==> src/rtl/jellyvl_synctimer_adjuster.sv <==
// Converts a signed master-minus-local time error into paced +/-1 adjust pulses, or a one-shot hard set for large errors.
// Optional: define JELLYVL_SYNCTIMER_ADJUSTER_OVERRIDE_EN to let a new request replace a slew in progress.
module jellyvl_synctimer_adjuster #(
    parameter int unsigned TIMER_WIDTH    = 64,
    parameter int unsigned ERROR_WIDTH    = 32,
    parameter int unsigned INTERVAL_WIDTH = 16,
    parameter int unsigned SET_THRESHOLD  = 1000
) (
    input  logic                      clk,
    input  logic                      reset,
    input  logic [INTERVAL_WIDTH-1:0] param_interval,
    input  logic [TIMER_WIDTH-1:0]    current_time,
    input  logic [ERROR_WIDTH-1:0]    correct_error,
    input  logic                      correct_valid,
    output logic                      correct_ready,
    output logic [TIMER_WIDTH-1:0]    set_time,
    output logic                      set_valid,
    output logic                      adjust_sign,
    output logic                      adjust_valid,
    input  logic                      adjust_ready,
    output logic                      busy,
    output logic [ERROR_WIDTH-1:0]    remaining
);

    typedef enum logic [1:0] {
        IDLE  = 2'd0,
        ISSUE = 2'd1,
        WAIT  = 2'd2
    } state_t;

    state_t                    state, state_next;
    logic [INTERVAL_WIDTH-1:0] wait_count, wait_count_next;
    logic                      correct_ready_next;
    logic [TIMER_WIDTH-1:0]    set_time_next;
    logic                      set_valid_next;
    logic                      adjust_sign_next;
    logic                      adjust_valid_next;
    logic                      busy_next;
    logic [ERROR_WIDTH-1:0]    remaining_next;

    logic                      accept;
    logic                      handshake;
    logic [ERROR_WIDTH-1:0]    error_abs;
    logic [ERROR_WIDTH-1:0]    remaining_dec;

    assign accept        = correct_valid & correct_ready;
    assign handshake     = adjust_valid & adjust_ready;
    // Unsigned magnitude: the most negative error maps to 2^(ERROR_WIDTH-1) without overflow.
    assign error_abs     = correct_error[ERROR_WIDTH-1] ? (ERROR_WIDTH'(0) - correct_error) : correct_error;
    assign remaining_dec = remaining - ERROR_WIDTH'(1);

    // State and output registers
    always_ff @(posedge clk or posedge reset) begin
        if (reset) begin
            state         <= IDLE;
            wait_count    <= '0;
            correct_ready <= 1'b1;
            set_time      <= '0;
            set_valid     <= 1'b0;
            adjust_sign   <= 1'b0;
            adjust_valid  <= 1'b0;
            busy          <= 1'b0;
            remaining     <= '0;
        end else begin
            state         <= state_next;
            wait_count    <= wait_count_next;
            correct_ready <= correct_ready_next;
            set_time      <= set_time_next;
            set_valid     <= set_valid_next;
            adjust_sign   <= adjust_sign_next;
            adjust_valid  <= adjust_valid_next;
            busy          <= busy_next;
            remaining     <= remaining_next;
        end
    end

    // Next-state and next-output logic
    always_comb begin
        state_next        = state;
        wait_count_next   = wait_count;
        set_time_next     = set_time;
        set_valid_next    = 1'b0;
        adjust_sign_next  = adjust_sign;
        adjust_valid_next = adjust_valid;
        busy_next         = busy;
        remaining_next    = remaining;

        case (state)
            ISSUE: begin
                if (!adjust_valid) begin
                    adjust_valid_next = 1'b1;
                end else if (handshake) begin
                    remaining_next = remaining_dec;
                    if (remaining_dec == '0) begin
                        state_next        = IDLE;
                        adjust_valid_next = 1'b0;
                        busy_next         = 1'b0;
                    end else if (param_interval == '0) begin
                        adjust_valid_next = 1'b1;
                    end else begin
                        state_next        = WAIT;
                        adjust_valid_next = 1'b0;
                        wait_count_next   = param_interval;
                    end
                end
            end
            WAIT: begin
                // Valid rises together with the return to ISSUE so the gap is exactly param_interval cycles.
                if (wait_count <= INTERVAL_WIDTH'(1)) begin
                    state_next        = ISSUE;
                    adjust_valid_next = 1'b1;
                    wait_count_next   = '0;
                end else begin
                    wait_count_next = wait_count - INTERVAL_WIDTH'(1);
                end
            end
            default: begin
            end
        endcase

`ifdef JELLYVL_SYNCTIMER_ADJUSTER_OVERRIDE_EN
        if (accept) begin
`else
        if (accept && state == IDLE) begin
`endif
            adjust_valid_next = 1'b0;
            wait_count_next   = '0;
            if (correct_error == '0) begin
                state_next     = IDLE;
                busy_next      = 1'b0;
                remaining_next = '0;
            end else if (error_abs > ERROR_WIDTH'(SET_THRESHOLD)) begin
                state_next     = IDLE;
                busy_next      = 1'b0;
                remaining_next = '0;
                set_valid_next = 1'b1;
                set_time_next  = current_time
                               + {{(TIMER_WIDTH-ERROR_WIDTH){correct_error[ERROR_WIDTH-1]}}, correct_error};
            end else begin
                state_next       = ISSUE;
                busy_next        = 1'b1;
                remaining_next   = error_abs;
                adjust_sign_next = correct_error[ERROR_WIDTH-1];
            end
        end

`ifdef JELLYVL_SYNCTIMER_ADJUSTER_OVERRIDE_EN
        correct_ready_next = 1'b1;
`else
        correct_ready_next = (state_next == IDLE);
`endif
    end

endmodule
==> config.mk <==
export PLATFORM = sky130hd
export DESIGN_NAME = jellyvl_synctimer_adjuster
export DESIGN_NICKNAME = d
export VERILOG_FILES = /design/src/rtl/jellyvl_synctimer_adjuster.sv
export SDC_FILE = /design/constraint.sdc
export NUM_CORES = 1
export LEC_CHECK = 0
export ABC_AREA = 1
export BUFFER_PORTS_ARGS = -buffer_cell sky130_fd_sc_hd__buf_2
export CAP_MARGIN = 20
export CORE_MARGIN = 3
export CORE_UTILIZATION = 40
export CTS_BUF_LIST = sky130_fd_sc_hd__clkbuf_2 sky130_fd_sc_hd__clkbuf_4 sky130_fd_sc_hd__clkbuf_8
export DETAILED_ROUTE_END_ITERATION = 16
export SYNTH_ARGS = -nofsm -noshare
export SYNTH_HDL_FRONTEND = slang
export SYNTH_SLANG_ARGS = --single-unit
==> constraint.sdc <==
create_clock -name clk -period 4.2 [get_ports clk]
set_input_delay 0.21 -clock clk [delete_from_list [all_inputs] [get_ports clk]]
set_output_delay 0.21 -clock clk [all_outputs]
set_load 0.05 [all_outputs]
# After elaboration in Yosys (flattened, before gate mapping)
# Cells that the tools add are included.
totals:
  register_bits: 119
  latchBits: 0
  ram_bits: 0
  romBits: 0
  input_bits: 116
  output_inout_bits: 101
  word_cells: 83
  n_memories: 0
classes:
  add_sub_neg: 4
  multipliers: 0
  div_mod_pow: 0
  magnitude_cmp: 2
  n_eq_ne: 7
  shifts: 0
  n_mux: 40
  bitwise: 4
  reduce_logical: 17
op_table:
  columns: ["operator", "n"]
  rows:
  - ["$mux W32", 7]
  - ["$mux W16", 6]
  - ["$add A64 B64 Y64", 1]
  - ["$logic_not A32 Y1", 2]
  - ["$gt A32 B10 Y1 const B", 1]
  - ["$pmux W16 S2", 1]
  - ["$sub A1 B32 Y32 const A", 1]
  - ["$sub A32 B1 Y32 const B", 1]
  - ["$mux W1", 18]
  - ["$le A16 B1 Y1 const B", 1]
  - ["$logic_not A16 Y1", 1]
  - ["$sub A16 B1 Y16 const B", 1]
  - ["$ne A3 B3 Y1 const B", 5]
  - ["$mux W2", 6]
  - ["$reduce_and A3 Y1", 3]
  - ["$reduce_bool A2 Y1", 4]
  - ["$reduce_and A5 Y1", 1]
  - ["$logic_not A2 Y1", 2]
  - ["$pmux W2 S2", 1]
  - ["$reduce_and A4 Y1", 1]
  - ["$reduce_bool A3 Y1", 1]
  - ["$and A1 B1 Y1", 2]
  - ["$eq A2 B1 Y1 const B", 1]
  - ["$eq A2 B2 Y1 const B", 1]
  - ["4 further kinds", 5]

# Logic depth before layout (Yosys ltp)
logic_depth:
  depth_word: 8
  ltp_mapped: 20
  mapped_depth_nobuf: 19

# Worst setup path before layout
# Ideal clock, no wire load.
synth_path:
  path_kind: "reg2reg"
  from: "reg remaining[0]"
  to: "reg wait_count[10]"
  setup_ns: 0.117
  t_arrival_ns: 2.404
  path_slack_ns: 1.680
  stages_incl_launch_ff: 19
  path_buffers: 0
  synth_period_minus_slack_ns: 2.520
  path_cell_list: "dfrtp_1 > inv_1 > ha_1 > nand2_2 > inv_2 > nand3_1 > nand2_1 > nor2_1 > nand3_1 > nor2_1 > nand2_1 > nor2_1 > nand4_1 > nand2_1 > nand2_4 > nand2_4 > nand2_4 > nand2_1 > nand2_1"
synth_between:
  elab_chain_len: 4
synth_lines:
  columns: ["element", "line", "text"]
  rows:
  - ["start, declared", "22", "output logic [ERROR_WIDTH-1:0] remaining"]
  - ["start signal, assigned", "73", "remaining <= remaining_next;"]
  - ["$sub A32 B1 Y32", "50", "assign remaining_dec = remaining - ERROR_WIDTH'(1);"]
  - ["$logic_not A32 Y1", "94", "if (remaining_dec == '0) begin"]
  - ["$ne A3 B3 Y1 (no line)", null, null]
  - ["$reduce_and A5 Y1 (no line)", null, null]
  - ["end signal, assigned", "66", "wait_count <= wait_count_next;"]
  - ["end, declared", "32", "logic [INTERVAL_WIDTH-1:0] wait_count, wait_count_next;"]
# Every way passes these cells.
# A chain may end at the register's enable or synchronous reset.

# Worst setup path in the final report
layout_path:
  from: "in correct_error[31]"
  to: "reg set_time[14]"
layout_between:
  elab_chain_len: 4
layout_lines:
  columns: ["element", "line", "text"]
  rows:
  - ["start, declared", "13", "input logic [ERROR_WIDTH-1:0] correct_error,"]
  - ["$sub A1 B32 Y32", "49", "assign error_abs = correct_error[ERROR_WIDTH-1] ? (ERROR_WIDTH'(0) - correct_error) : correct_error;"]
  - ["$mux W32", "49", null]
  - ["$gt A32 B10 Y1", "132", "end else if (error_abs > ERROR_WIDTH'(SET_THRESHOLD)) begin"]
  - ["$reduce_and A3 Y1 (no line) *", null, null]
  - ["end signal, assigned", "68", "set_time <= set_time_next;"]
  - ["end, declared", "16", "output logic [TIMER_WIDTH-1:0] set_time,"]
# Mark *: on every way between the ends. The rest lies on a longest branch, timed or not.

==> flow_summary.json <==
{
  "status": "completed",
  "worst_pin_slew_ns": 1.04,
  "p_leak_nw": 7.13,
  "endpoint_kind": "flop",
  "post-cts-setup-buffer-count": 0,
  "clk_path_buf_depth": 2,
  "synthMuxAreaShare_pct": 0,
  "pwr-share-comb_pct": 60.5,
  "cts-root-buf": "clkbuf_8",
  "drt_iter0_drc": 960,
  "required_ns": 4.55,
  "hp-class": "primary input to flop",
  "crit_end": "set_time[14]",
  "maxCapViolations": 0,
  "clkPwrFrac_pct": 13.8,
  "path_clk_slew_ns": 0.09,
  "antenna_found_initial": 2,
  "grt_pass1_wl_um": 71100,
  "p_switching_mw": 4.69,
  "power_frac_seq_pct": 25.8,
  "drive_above_1_share_pct": 15.2,
  "start_util_pct": 41.3,
  "crit_path_cell_trace": "buf_2 > inv_1 > nor2_1 > xor2_1 > nor3_1 > nor2_1 > nor2_1 > nor3_1 > nor2_1 > nand3_1 > nor2_4 > nor2_8 > inv_4 > nand2_1 > nand2_1",
  "post-synth-top-area-fraction_pct": 24.5,
  "fin_skew_ns": 0.0191,
  "io-pin-count": 217,
  "crit_arrival_ns": 3.65,
  "hold_viol": 0,
  "nets": 2326,
  "internal_power_mw": 3.30,
  "num_rows": 62,
  "critPathLaunchType": "primary input",
  "cellPowerDensity_mw_per_mm2": 574,
  "r2r-start": "remaining[0]",
  "synthAdderAreaFrac_pct": 7.52,
  "drc": 0,
  "grt_setup_unrepaired": "false",
  "coreArea_sq_mm": 0.0292,
  "grt_max_degree": 67,
  "path_class": "primary input to flop",
  "grt_pass1_vias": 12862,
  "synth_area_leaders": "dfrtp_1, nand2_1, nor2_1",
  "cts_num_sinks": 119,
  "cpPeakStageDelay_ns": 0.77,
  "crit_path_max_fanout": 66,
  "drv_slew": 0,
  "drt-wirelength-per-cell_um": 17.9,
  "fin_area_sq_mm": 0.0139,
  "cts_tree": "done",
  "io_buffers": 216,
  "hold_slack_ns": 0.0386,
  "swShare_pct": 58.7,
  "die_w_um": 180,
  "placed_cell_area_sq_mm": 0.0135,
  "ys_seq_elements": 119,
  "async_flop_share_pct": 100,
  "ir_worst_vdd_mv": 0.346,
  "netlist-cell-type-count": 48,
  "max_freq_mhz": 303,
  "vias": 13521,
  "setup.worst_path.start": "correct_error[31]",
  "setup_viol": 0,
  "synth_xor_area_share_pct": 6.02,
  "hpwl_um": 36900,
  "clk_latency_ns": 0.48,
  "grt_overflow": 0,
  "antenna_left": 0,
  "syn_area_sq_mm": 0.0121,
  "synth_top_area_cell": "dfrtp_1",
  "yosysWarnings": 0,
  "synth_top_family_by_area": "simple AND/OR/NAND/NOR gates",
  "r2r_cells": 17,
  "synth_flop_cell": "dfrtp_1",
  "syn_avg_cell_area_sq_um": 6.27,
  "synth_edf_count": 0,
  "detail_route.vias_per_cell": 5.33,
  "die_h_um": 180,
  "numCtsBuffers": 17,
  "finalSetupTns_ns": 0,
  "area_growth_pct": 15.2,
  "worst_path_most_repeated_cell": "nor2_1",
  "reg2reg_setup_slack_ns": 1.30,
  "gp_congestion": 0.946,
  "fin_crit_sh_pct": 78.6,
  "synth-compound-area-share_pct": 14.0,
  "cts_max_level": 4,
  "yosys.area_share.simple_pct": 39.4,
  "slowest_stage": "nor2_8",
  "fp.dieArea_sq_mm": 0.0323,
  "drt_pass1_iterations": 5,
  "drt-total-wl_um": 45500,
  "synth_fp_nets": 2113,
  "max_slew_margin_pct": 30.3,
  "grt_usage_pct": 27.4,
  "r2r_end": "wait_count[9]",
  "min_period_ns": 3.30,
  "synthCells": 1925,
  "ys_seq_area_share_pct": 24.7
}
[cell type report]
| class | instances | area, sq um |
|---|---|---|
| fill | 3228 | 15300 |
| multi-input combinational | 1560 | 8090 |
| sequential | 119 | 2980 |
| timing repair buffer | 228 | 1170 |
| inverter | 212 | 801 |
| tap | 384 | 480 |
| clock buffer | 17 | 234 |
| clock inverter | 15 | 154 |
| antenna | 1 | 2.50 |
[logic make-up (layout without fill, tap and decap cells)]
kind of cell	after synthesis	in the layout
other	0	1
buffers and inverters	246	472
adders and majority gates	72	72
xor gates and xnor gates	83	83
and+or+nand+nor	1109	1109
DFF	119	119
AOI/OAI and AO/OA	296	296
[how the worst min path moves through the flow]
| stage | to | slack, ns | startpoint | depth (start not counted) |
|---|---|---|---|---|
| final | remaining[0] | 0.04 | correct_error[0] | 3 |
| after detailed placement | set_time[55] | 0.43 | reset | 2 |
| after CTS | remaining[0] | 0.008 | correct_error[0] | 3 |
| after floorplan | remaining[0] | 0.36 | correct_error[0] | 2 |
| after global routing | remaining[0] | 0.04 | correct_error[0] | 3 |
| after global placement | set_time[55] | 0.41 | reset | 2 |
[registers in the layout, summed over array words and instances (netlist names)]
register / count
adjust_sign: 1
adjust_valid: 1
busy: 1
correct_ready: 1
remaining: 32
set_time: 64
set_valid: 1
state: 2
wait_count: 16
[what timing repair did]
item	CTS	global route
gates resized for setup	0	0
hold buffers	1	0
hold endpoints to repair	56	0
[layout by cell type (no fill, tap or decap), types with 5 or more instances in the layout]
cell type / Yosys / routed
inv_1: 203 / 202
nor2_4: 10 / 10
or2_2: 5 / 5
nor2_2: 16 / 16
a22oi_1: 6 / 6
a21oi_1: 83 / 83
dfrtp_1: 118 / 118
clkbuf_8: 0 / 17
a21boi_0: 9 / 9
nor3_1: 25 / 25
a21o_1: 16 / 16
nor2_1: 278 / 278
nor4_1: 9 / 9
buf_2: 6 / 216
o21ai_0: 111 / 111
o21bai_1: 10 / 10
nand4_1: 35 / 35
nand3_2: 9 / 10
o211ai_1: 7 / 7
nand2_2: 11 / 11
ha_1: 71 / 71
xor2_1: 62 / 62
inv_6: 0 / 5
a31oi_1: 33 / 33
buf_4: 7 / 11
xnor2_1: 21 / 21
o21a_1: 6 / 6
o21ai_1: 7 / 7
nand3_1: 139 / 138
nand2_1: 560 / 560
[power groups by stage]
stage	clock network (mW)	logic (mW)	registers (mW)
2_1_floorplan	0	2.29	3.31
3_3_place_gp	0	4.77	2.06
3_5_place_dp	0	4.82	2.06
4_1_cts	1.12	4.83	2.05
5_1_grt	1.17	5.30	2.12
6_report	1.10	4.83	2.06
[through the flow]
step / setup WS [ns] / cells / power, mW / utilization [%]
global placement: 0.538 / 2502 / 6.83 / 46.2
floorplan: 0.834 / 1925 / 5.60 / -
CTS: 0.925 / 2535 / 8.00 / 47.6
finish: 0.898 / 2536 / 7.99 / 47.6
global route: 0.541 / 2536 / 8.58 / 47.6
detailed placement: 0.422 / 2502 / 6.88 / 46.2
[layer usage]
| metal | global-route usage (%) | part of all wire [%] | wire length [um] |
|---|---|---|---|
| met4 | 8.08 | 2.9 | 1310 |
| met3 | 3.40 | 5.4 | 2450 |
| met2 | 44.0 | 45 | 20400 |
| met5 | 0 | 0 | 0 |
| met1 | 38.7 | 47 | 21400 |
[cells in the mapped netlist, drive strengths merged (8+ instances only)]
| master | n |
|---|---|
| nand2 | 574 |
| xnor2 | 21 |
| a21boi | 9 |
| o21ai | 119 |
| inv | 208 |
| nor2 | 305 |
| nor4 | 9 |
| ha | 71 |
| a21oi | 83 |
| o211ai | 8 |
| o21bai | 10 |
| dfrtp | 118 |
| xor2 | 62 |
| a31oi | 33 |
| nand3 | 148 |
| nand4 | 35 |
| a21o | 16 |
| nor3 | 25 |
| buf | 20 |
| clkbuf | 14 |
[critical path, delay by kind of cell]
family | cells | cell delay [ns]
xor+xnor | 1 | 0.20
buf+inv | 3 | 1.25
simple gates | 11 | 1.87
(Power assumes the default switching activity.)
